==> src/rtl/xgmii_tx_arb.sv <==
// Two-source packet arbiter feeding an XGMII-TX FIFO, with IFG insertion,
// per-source packet counters and a protocol-error counter.
module xgmii_tx_arb #(
    parameter logic [2:0] Gap = 3'd7
) (
    input  logic        clk,
    input  logic        sys_rst_n,
    input  logic [71:0] s0_din,
    input  logic        s0_valid,
    output logic        s0_ready,
    input  logic [71:0] s1_din,
    input  logic        s1_valid,
    output logic        s1_ready,
    input  logic        full,
    output logic [71:0] din,
    output logic        wr_en,
    output logic [31:0] pkt_cnt0,
    output logic [31:0] pkt_cnt1,
    output logic [15:0] err_cnt
);

    localparam int unsigned WordW  = 72;
    localparam int unsigned BitSop = 64;
    localparam int unsigned BitEop = 65;
    localparam logic [WordW-1:0] IfgWord = {8'h10, 64'h0};

    typedef enum logic [1:0] {
        ST_RESET = 2'd0,
        ST_IDLE  = 2'd1,
        ST_DATA  = 2'd2,
        ST_GAP   = 2'd3
    } state_t;

    state_t             state_q, state_d;
    logic               gnt_q, gnt_d;
    logic               lst_q, lst_d;
    logic               first_q, first_d;
    logic [2:0]         gap_q, gap_d;
    logic [WordW-1:0]   din_q, din_d;
    logic               wr_en_q, wr_en_d;
    logic [31:0]        pkt_cnt0_q, pkt_cnt0_d;
    logic [31:0]        pkt_cnt1_q, pkt_cnt1_d;
    logic [15:0]        err_cnt_q, err_cnt_d;

    logic               drop0, drop1;
    logic               cand0, cand1;
    logic               xfer;
    logic [WordW-1:0]   sel_word;

    // Handshake: granted source in DATA, or a malformed head word dropped in IDLE
    always_comb begin
        drop0    = (state_q == ST_IDLE) && !full && s0_valid && !s0_din[BitSop];
        drop1    = (state_q == ST_IDLE) && !full && !drop0 && s1_valid && !s1_din[BitSop];
        s0_ready = ((state_q == ST_DATA) && !gnt_q && !full) || drop0;
        s1_ready = ((state_q == ST_DATA) &&  gnt_q && !full) || drop1;
        cand0    = s0_valid && s0_din[BitSop];
        cand1    = s1_valid && s1_din[BitSop];
        xfer     = gnt_q ? (s1_valid && s1_ready) : (s0_valid && s0_ready);
        sel_word = gnt_q ? s1_din : s0_din;
    end

    // Next-state and registered-output computation
    always_comb begin
        state_d    = state_q;
        gnt_d      = gnt_q;
        lst_d      = lst_q;
        first_d    = first_q;
        gap_d      = gap_q;
        din_d      = din_q;
        wr_en_d    = 1'b0;
        pkt_cnt0_d = pkt_cnt0_q;
        pkt_cnt1_d = pkt_cnt1_q;
        err_cnt_d  = err_cnt_q;

        case (state_q)
            ST_RESET: begin
                if (!full) begin
                    din_d   = '0;
                    wr_en_d = 1'b1;
                    state_d = ST_IDLE;
                end
            end
            ST_IDLE: begin
                if (drop0 || drop1) begin
                    err_cnt_d = err_cnt_q + 16'd1;
                end
                if (cand0 || cand1) begin
                    if (cand0 && cand1) begin
                        gnt_d = ~lst_q;
                    end else begin
                        gnt_d = cand1;
                    end
                    first_d = 1'b1;
                    state_d = ST_DATA;
                end
            end
            ST_DATA: begin
                if (xfer) begin
                    din_d   = sel_word;
                    wr_en_d = 1'b1;
                    first_d = 1'b0;
                    if (sel_word[BitSop] && !first_q) begin
                        err_cnt_d = err_cnt_q + 16'd1;
                    end
                    if (sel_word[BitEop]) begin
                        lst_d = gnt_q;
                        if (gnt_q) begin
                            pkt_cnt1_d = pkt_cnt1_q + 32'd1;
                        end else begin
                            pkt_cnt0_d = pkt_cnt0_q + 32'd1;
                        end
                        if (Gap == 3'd0) begin
                            state_d = ST_IDLE;
                        end else begin
                            gap_d   = Gap;
                            state_d = ST_GAP;
                        end
                    end
                end
            end
            ST_GAP: begin
                if (!full) begin
                    din_d   = IfgWord;
                    wr_en_d = 1'b1;
                    gap_d   = gap_q - 3'd1;
                    if (gap_q == 3'd1) begin
                        state_d = ST_IDLE;
                    end
                end
            end
            default: state_d = ST_RESET;
        endcase
    end

    // State and output registers
    always_ff @(posedge clk or negedge sys_rst_n) begin
        if (!sys_rst_n) begin
            state_q    <= ST_RESET;
            gnt_q      <= 1'b0;
            lst_q      <= 1'b1;
            first_q    <= 1'b0;
            gap_q      <= 3'd0;
            din_q      <= '0;
            wr_en_q    <= 1'b0;
            pkt_cnt0_q <= 32'd0;
            pkt_cnt1_q <= 32'd0;
            err_cnt_q  <= 16'd0;
        end else begin
            state_q    <= state_d;
            gnt_q      <= gnt_d;
            lst_q      <= lst_d;
            first_q    <= first_d;
            gap_q      <= gap_d;
            din_q      <= din_d;
            wr_en_q    <= wr_en_d;
            pkt_cnt0_q <= pkt_cnt0_d;
            pkt_cnt1_q <= pkt_cnt1_d;
            err_cnt_q  <= err_cnt_d;
        end
    end

    assign din      = din_q;
    assign wr_en    = wr_en_q;
    assign pkt_cnt0 = pkt_cnt0_q;
    assign pkt_cnt1 = pkt_cnt1_q;
    assign err_cnt  = err_cnt_q;

endmodule

==> config.mk <==
export PLATFORM = sky130hd
export DESIGN_NAME = xgmii_tx_arb
export DESIGN_NICKNAME = d
export VERILOG_FILES = /design/src/rtl/xgmii_tx_arb.sv
export SDC_FILE = /design/constraint.sdc
export NUM_CORES = 1
export LEC_CHECK = 0
export BUFFER_PORTS_ARGS = -buffer_cell sky130_fd_sc_hd__buf_2
export CAP_MARGIN = 20
export CORE_MARGIN = 2
export CORE_UTILIZATION = 50
export DETAILED_ROUTE_END_ITERATION = 16
export PLACE_DENSITY_LB_ADDON = 0.08
export SYNTH_ARGS = -nofsm -noshare
export SYNTH_HDL_FRONTEND = slang
export SYNTH_SLANG_ARGS = --single-unit
==> constraint.sdc <==
create_clock -name clk -period 2.7 [get_ports clk]
set_input_delay 0.54 -clock clk [delete_from_list [all_inputs] [get_ports clk]]
set_output_delay 0.54 -clock clk [all_outputs]
set_load 0.01 [all_outputs]
==> flow_summary.json <==
{
  "drtAntennaViolNets": 0,
  "htreeDepth": 4,
  "hpwl_um": 14530,
  "final_nets": 1242,
  "status": "finished clean",
  "period_minus_slack_ns": 2.232,
  "max_freq_mhz": 448.1,
  "tns_ns": 0,
  "clockBufferDepth": 2,
  "die_area_um2": 16890,
  "cts_inserted_buffers": 17,
  "drt_iter0_markers": 293,
  "synth_area_um2": 7933,
  "hold_ws_ns": 0.05593,
  "port_buffers": 303,
  "p_leak_nw": 5.305,
  "synth_cells": 789,
  "ctsResizeCount": 0,
  "clock_sinks": 161,
  "synthArstFlopShare": 1.000,
  "crit_chain": "buf_4, nand2_1, a21oi_1, buf_2",
  "setup_viol": 0,
  "overflow": 0,
  "worst_pin_slew_ns": 0.6893,
  "critPathMaxFanout": 33,
  "grt_max_degree": 145,
  "crit_type": "reg2out",
  "hp-class": "in2async",
  "routed_wirelength_um": 19680,
  "start_util": 0.5049,
  "grt_pass1_wl_um": 30990,
  "viasPerCell": 5.018,
  "drive_gt1_frac": 0.3951,
  "vias": 6593,
  "crit_path_start_kind": "flop",
  "yosys_register_bits": 161,
  "maxSlewViolCount": 0,
  "setup_ws_ns": 0.4681,
  "power.density_nw_per_um2": 930.3,
  "core_area_um2": 15710,
  "wl_per_cell_um": 14.97,
  "ios": 304,
  "syn_nets": 948,
  "synth_seq_area_share": 0.5080,
  "finalCritPeriodShare": 0.8266,
  "r2r_start": "state_q[0]$_DFFE_PN0P_",
  "setup.worst_path.end_class": "output pin",
  "ys_warn_count": 0,
  "antenna_found_initial": 2,
  "drc": 0,
  "place_area_um2": 9687,
  "skew_ns": 0.009136,
  "cts-root-buf": "clkbuf_16",
  "fin_area_um2": 10340,
  "place_inst": 1280,
  "die_h_um": 130.0,
  "path_clk_slew_ns": 0.06,
  "final_common_cell": "buf_2",
  "peakVddDrop_mv": 0.7617,
  "fp.dieW_um": 130.0,
  "required_ns": 2.16,
  "pre_cts_ws_ns": 0.4737,
  "syn_area_per_cell_um2": 10.05,
  "num_rows": 46,
  "drt_pass1_iterations": 4,
  "rsz0062_at_grt": "no",
  "hold_viol_final": 0,
  "grt_pass1_vias": 6278,
  "cp.arrival_ns": 1.69,
  "max_slew_margin": 0.5404,
  "max-cap-violations": 0,
  "holdBufCountCts": 0,
  "grt_util_all_layers": 0.2335,
  "yosys.cell_types.count": 48,
  "routabilityCongestion": 0.8255,
  "post-cts-setup-buffer-count": 0,
  "ys.flop_type": "dfrtp_1",
  "tritoncts": "done",
  "layout_common_cells": "302 x buf_2, 183 x nand2_1, 159 x dfrtp_1",
  "syn_to_final_growth_pct": 30.32,
  "slowest_stage": "dfrtp_4",
  "layout.cells.non_filler": 1314,
  "startpoint": "gnt_q$_DFFE_PN0P_",
  "worstSkewPairLatency_ns": 0.42,
  "slowest_delay_ns": 0.46,
  "synth_edf_count": 0
}
==> path summary, 6_finish.rpt <==
kind	to	slack, ns	depth (start not counted)
setup / recovery	s1_ready	0.47	4
min in group clk	gnt_q$_DFFE_PN0P_	0.40	2
hold reg to reg	pkt_cnt0[31]$_DFFE_PN0P_	0.47	1
setup reg to reg	pkt_cnt1[26]$_DFFE_PN0P_	0.50	7
max in group asynchronous	gap_q[0]$_DFFE_PN0P_	1.93	2
hold / removal	pkt_cnt0[20]$_DFFE_PN0P_	0.06	1
==> layout make-up <==
cell class / count / area, um2
Fill cell: 1325 / 5375
Sequential cell: 161 / 4034
Multi-Input combinational cell: 579 / 3706
Timing Repair Buffer: 313 / 1635
Clock buffer: 20 / 466.7
Tap cell: 216 / 270.3
Clock inverter: 12 / 178.9
Inverter: 11 / 41.29
Antenna cell: 2 / 5.005
==> cell usage after synthesis (all sizes together) (11+ instances only) <==
library cell  number  share of area
clkbuf            22          0.010
dfrtp            160           0.50
xor2              23          0.025
mux2              74           0.11
buf               16         0.0095
and3              13          0.010
nor3              14          0.010
xnor2             54          0.060
nand4             22          0.018
nand3             32          0.020
nand2            183          0.087
inv               11         0.0052
nor2              22          0.010
o21ai             77          0.049
==> kinds of logic after synthesis <==
group	synth area share
buf+inv	0.02508
mux	0.1076
xor+xnor	0.08501
flops	0.5080
fa+ha+maj	0.01577
compound gates	0.06499
simple gates	0.1935
==> stage by stage <==
step	total power, mW	util
floorplan	5.807	-
global placement	7.051	0.6165
detailed placement	7.108	0.6165
CTS	9.736	0.6576
global route	10.30	0.6577
finish	9.617	0.6579
==> power breakdown <==
group          leakage [nW]  internal (mW)  switching, mW
combinational          2.82           1.45           2.15
sequential             2.17           3.02          0.392
clock                 0.320           1.63          0.973
==> registers in the layout (all words and copies together), names as in the netlist, 2 cells and up <==
register / count
gap_q: 3
err_cnt: 16
state_q: 2
din: 72
pkt_cnt0: 32
pkt_cnt1: 32
==> worst max-delay path: cells and delay by family, from the launching register on <==
| kind | cells | cell delay [ns] |
|---|---|---|
| AO/OA/AOI/OAI | 1 | 0.15 |
| buffers and inverters | 2 | 0.57 |
| flip-flops | 1 | 0.46 |
| AND/OR/NAND/NOR | 1 | 0.09 |
==> metal layers <==
layer / routed length [um] / track usage / vias to the layer above
met5: 0 / 0 / -
met4: 402 / 0.08982 / 0
met3: 1336 / 0.06970 / 30
met2: 9750 / 0.3831 / 189
met1: 8187 / 0.2925 / 3093
li1: - / - / 3281
Power figures use the tool's default switching activity.
